==> config.mk <==
export PLATFORM = sky130hd
export DESIGN_NAME = uart_frame_feeder
export DESIGN_NICKNAME = d
export VERILOG_FILES = /design/src/rtl/uart_frame_feeder.sv
export SDC_FILE = /design/constraint.sdc
export NUM_CORES = 1
export LEC_CHECK = 0
export CAP_MARGIN = 20
export CORE_AREA = 3 3 70 72
export DETAILED_ROUTE_END_ITERATION = 7
export DIE_AREA = 0 0 73 75
export PLACE_DENSITY = 0.76
export SETUP_SLACK_MARGIN = 0.05
export SYNTH_ARGS = -nofsm -noshare
export SYNTH_HDL_FRONTEND = slang
export SYNTH_SLANG_ARGS = --single-unit
==> constraint.sdc <==
create_clock -name clk_50m -period 1.7 [get_ports clk_50m]
set_input_delay 0.17 -clock clk_50m [delete_from_list [all_inputs] [get_ports clk_50m]]
set_output_delay 0.17 -clock clk_50m [all_outputs]
set_load 0.05 [all_outputs]
==> src/rtl/uart_frame_feeder.sv <==
`timescale 1ns/1ps
`default_nettype none
// ============================================================================
// Module   : uart_frame_feeder
// Purpose  : Drains an upstream byte FIFO into UART frames of the form
//            HEADER, FRAME_LEN data bytes, XOR checksum of the data bytes.
// Revision : 1.0 - initial release
// ============================================================================
module uart_frame_feeder #(
    parameter int         FRAME_LEN = 4,
    parameter logic [7:0] HEADER    = 8'hAA
) (
    input  logic       clk_50m,
    input  logic       reset,
    input  logic       fifo_empty,
    input  logic [7:0] fifo_q,
    output logic       fifo_rdreq,
    input  logic       tx_busy,
    output logic       tx_wr_en,
    output logic [7:0] tx_data,
    output logic       frame_busy,
    output logic [7:0] frame_count
);

    localparam logic [7:0] C_FRAME_LEN = 8'(FRAME_LEN);

    typedef enum logic [2:0] {
        IDLE      = 3'd0,
        SEND_HDR  = 3'd1,
        RD_REQ    = 3'd2,
        RD_WAIT   = 3'd3,
        SEND_DATA = 3'd4,
        SEND_CHK  = 3'd5,
        WAIT_TX   = 3'd6
    } state_t;

    typedef enum logic [1:0] {
        SENT_HDR  = 2'd0,
        SENT_DATA = 2'd1,
        SENT_CHK  = 2'd2
    } sent_t;

    state_t     state_q;
    sent_t      sent_q;
    logic       guard_q;
    logic [7:0] chk_q;
    logic [7:0] cnt_q;
    logic [7:0] data_q;
    logic [7:0] tx_last_q;
    logic       frame_busy_q;
    logic [7:0] frame_count_q;

    logic       w_send_state;
    logic [7:0] tx_byte_d;

    assign w_send_state = (state_q == SEND_HDR) || (state_q == SEND_DATA) ||
                          (state_q == SEND_CHK);

    always_comb begin
        tx_byte_d = HEADER;
        if (state_q == SEND_DATA) begin
            tx_byte_d = data_q;
        end else if (state_q == SEND_CHK) begin
            tx_byte_d = chk_q;
        end
    end

    // The strobe is qualified by tx_busy in the same cycle so it can never
    // coincide with a busy transmitter; tx_data holds the last sent byte
    // between strobes.
    assign tx_wr_en    = w_send_state && !tx_busy;
    assign tx_data     = tx_wr_en ? tx_byte_d : tx_last_q;
    assign fifo_rdreq  = (state_q == RD_REQ) && !fifo_empty;
    assign frame_busy  = frame_busy_q;
    assign frame_count = frame_count_q;

    always_ff @(posedge clk_50m or posedge reset) begin
        if (reset) begin
            state_q       <= IDLE;
            sent_q        <= SENT_HDR;
            guard_q       <= 1'b0;
            chk_q         <= 8'd0;
            cnt_q         <= 8'd0;
            data_q        <= 8'd0;
            tx_last_q     <= 8'd0;
            frame_busy_q  <= 1'b0;
            frame_count_q <= 8'd0;
        end else begin
            if (tx_wr_en) begin
                tx_last_q <= tx_byte_d;
            end
            case (state_q)
                IDLE: begin
                    if (!fifo_empty) begin
                        state_q      <= SEND_HDR;
                        chk_q        <= 8'd0;
                        cnt_q        <= 8'd0;
                        frame_busy_q <= 1'b1;
                    end
                end
                SEND_HDR: begin
                    if (!tx_busy) begin
                        sent_q  <= SENT_HDR;
                        guard_q <= 1'b1;
                        state_q <= WAIT_TX;
                    end
                end
                SEND_DATA: begin
                    if (!tx_busy) begin
                        sent_q  <= SENT_DATA;
                        guard_q <= 1'b1;
                        state_q <= WAIT_TX;
                    end
                end
                SEND_CHK: begin
                    if (!tx_busy) begin
                        sent_q  <= SENT_CHK;
                        guard_q <= 1'b1;
                        state_q <= WAIT_TX;
                    end
                end
                RD_REQ: begin
                    if (!fifo_empty) begin
                        state_q <= RD_WAIT;
                    end
                end
                RD_WAIT: begin
                    data_q  <= fifo_q;
                    chk_q   <= chk_q ^ fifo_q;
                    cnt_q   <= cnt_q + 8'd1;
                    state_q <= SEND_DATA;
                end
                WAIT_TX: begin
                    // The transmitter may not raise busy until a cycle after
                    // the load strobe, so the first WAIT_TX cycle is skipped.
                    if (guard_q) begin
                        guard_q <= 1'b0;
                    end else if (!tx_busy) begin
                        case (sent_q)
                            SENT_HDR:  state_q <= RD_REQ;
                            SENT_DATA: state_q <= (cnt_q < C_FRAME_LEN) ? RD_REQ : SEND_CHK;
                            SENT_CHK: begin
                                state_q       <= IDLE;
                                frame_busy_q  <= 1'b0;
                                frame_count_q <= frame_count_q + 8'd1;
                            end
                            default:   state_q <= IDLE;
                        endcase
                    end
                end
                default: state_q <= IDLE;
            endcase
        end
    end

endmodule
`default_nettype wire

==> results.md <==
* Flops & latches, synth at 47
* Number of I/O port buffers at 30
* ANT nets after route at 0
* Internal at 3.66 mW
* Crit path DAT at 1.53 ns
* Worst-Margin Slew at 0.499 ns
* Mapped Nets at 230
* Routed via count at 1825
* Run status: finished with violations
* Die width at 73 um
* Most frequent cells in the layout: dfrtp_1, nand2_1, buf_4
* Clock-pin slew on the worst setup and hold paths at 0.09 ns
* Initial antenna violation count at 0
* Post-synthesis sequential area ratio at 51.0%
* Combinational share of power at 57.1%
* Vias per inst at 5.70
* Total Die Area at 5480 um^2
* N_diodes at 0
* CP endpoint kind: output port
* Final Hold Fails at 0
* R2r setup slk at 0.08 ns
* CTS HTree Levels at 2
* Yosys top cell area share at 51.0%
* Root Buffer: clkbuf_8
* Distinct cells, synth at 48
* Async S/R FF share, synth at 100%
* Final non-filler cell total at 320
* Layout area overhead at 45.4%
* Placed cells at 303
* Final WL at 5.61 mm
* Post-route DRC at 0
* Hold_buf cts at 0
* Critical path startpoint category: flop
* Crit share post-route at 100%
* Final setup TNS at -0.00269 ns
* CTS Buf Count at 5
* Final layout net count at 281
* Row count at 24
* Starting Density at 53.0%
* Post-synth top area cell: dfrtp_1
* LEAKAGE at 1.58 nW
* Min Hold Slack at 0.114 ns
* Share of power burned in registers at 31.3%
* RSZ-0062 raised after global routing: true
* All-Layer GR Usage at 20.5%
* Most common library cell in the layout ignoring fill and taps: dfrtp_1
* Relative slew margins at 66.7%
* CTS tree: built
* CP Class: flop to output port
* Largest net degree at the start of global routing at 37
* Max Freq at 0.588 GHz
* Worst clock skew at 0.00798 ns
* Power per cell area at 1870 nW/um^2
* Syn. warnings at 0
* Router iterations before antenna repair at 4
* Setup violators final at 2
* Layout cells sized above 1 at 33.6%
* Final period demand of the worst path at 1.70 ns
* Chip Height at 75 um
* Clock network fraction of design power at 11.6%
* Maximum root-to-sink buffer count at 2
* Mean post-synth cell area at 10.7 um^2
* Max-cap violations at 0
* WP data required at 1.53 ns
* Core region area at 4350 um^2
* Worst-Skew Late Latency at 0.31 ns
* Sw Pwr at 2.61 mW
* Grt total ovfl at 0
* Maximum VDD drop at 0.00149 V
* First-pass GRT wire length at 8.65 mm
* Max Transition Viols Final at 0
* Number of global-route vias before repair at 1774
* Number of synthesized flops with an enable pin at 0
* Clk sinks at 47
* IO Count at 31
* Area contributors post-synth: dfrtp_1, mux2i_1, nand2_1, xnor2_1, nand4_1
* Detail Placement HPWL at 3.35 mm
* Gp weighted congestion at 0.862
* Cells after Synth at 216
* Final WS setup at -0.00191 ns
* Switching Fraction at 41.6%
* Top_reg_cell synth: dfrtp_1
* Post-DR wirelength/cell at 17.5 um
* Largest fanout on the critical path at 5
* Hold Crit Class: primary input to async pin
* DRT iter0 DRCs at 83
* Failing checks: setup timing
* Syn Std Cell Area at 2310 um^2
==> metal layers <==
metal / up-vias / wire length (um) / track usage [%]
met1: 904 / 2400 / 27.7
met5: - / 0 / 0
met4: 0 / 53 / 4.30
met2: 45 / 2960 / 34.4
met3: 7 / 199 / 4.27
li1: 869 / - / -
==> worst paths after layout <==
path                                start  cells after the start             end
max in group asynchronous           reset                      3      state_q[0]
min in group clk_50m            fifo_q[2]                      3       data_q[2]
min                                 reset                      2  frame_count[0]
min reg2reg                frame_count[6]                      1  frame_count[6]
max reg2reg                    state_q[0]                      4        chk_q[7]
max                            state_q[2]                      5      tx_data[7]
==> cell usage after synthesis (4+ instances only) <==
cell type  number
nor2_1          6
a2bb2oi_1       4
mux2i_1        20
xnor2_1         7
nor2b_1         4
nand3_1         5
nand3_2         4
o2bb2ai_1       4
nand4_1         7
nand2_1        42
dfrtp_1        47
inv_1           5
buf_2           7
==> power by group through the flow <==
stage	registers [mW]	clock network, mW	logic (mW)
after floorplan	1.79	0	1.85
after global placement	1.81	0	2.77
after detailed placement	1.83	0	2.83
after CTS	1.89	0.718	3.26
after global routing	2.01	0.790	3.79
final	1.96	0.730	3.58
==> registers in the layout, summed over array words and instances, names as in the netlist <==
signal	count
frame_count	8
guard_q	1
sent_q	2
frame_busy	1
state_q	3
chk_q	8
cnt_q	8
tx_last_q	8
data_q	8
==> per-stage QoR <==
| step | area (um^2) | utilization, % | setup slack (ns) | power, mW |
|---|---|---|---|---|
| global placement | 2910 | 66.9 | 0.0360 | 4.59 |
| finish | 3360 | 77.1 | -0.00191 | 6.27 |
| detailed placement | 2910 | 66.9 | -0.0165 | 4.66 |
| floorplan | 2400 | - | -0.158 | 3.64 |
| global route | 3360 | 77.1 | -0.0464 | 6.59 |
| CTS | 3220 | 73.9 | 0.00707 | 5.87 |
==> final cells by class <==
type / count / area, um^2
Multi-Input combinational cell: 151 / 1340
Sequential cell: 47 / 1180
Fill cell: 251 / 998
Timing Repair Buffer: 57 / 658
Clock buffer: 7 / 86.3
Tap cell: 52 / 65.1
Inverter: 5 / 21.3
Clock inverter: 1 / 8.76
==> kinds of logic after synthesis <==
| kind of cell | synth area share [%] |
|---|---|
| and+or+nand+nor | 22.2 |
| DFF | 51.0 |
| AOI/OAI and AO/OA | 9.44 |
| muxes | 9.16 |
| buffers and inverters | 4.45 |
| xor gates and xnor gates | 2.66 |
| adders and majority gates | 1.08 |
==> timing repair <==
| action | in CTS | in global routing |
|---|---|---|
| buffers inserted | 5 | 4 |
| pin swaps | 9 | 13 |
| endpoints found under the setup margin | 11 | 19 |
| cloned | 0 | 1 |
| resized for setup | 34 | 15 |
==> critical path: stages, from the launching register on <==
cell and delay (ns):
dfrtp_2 0.47, buf_6 0.14, nor3b_4 0.15, buf_12 0.14, a2bb2oi_4 0.17, buf_12 0.15
No activity file was read; power rests on OpenSTA's default activity.
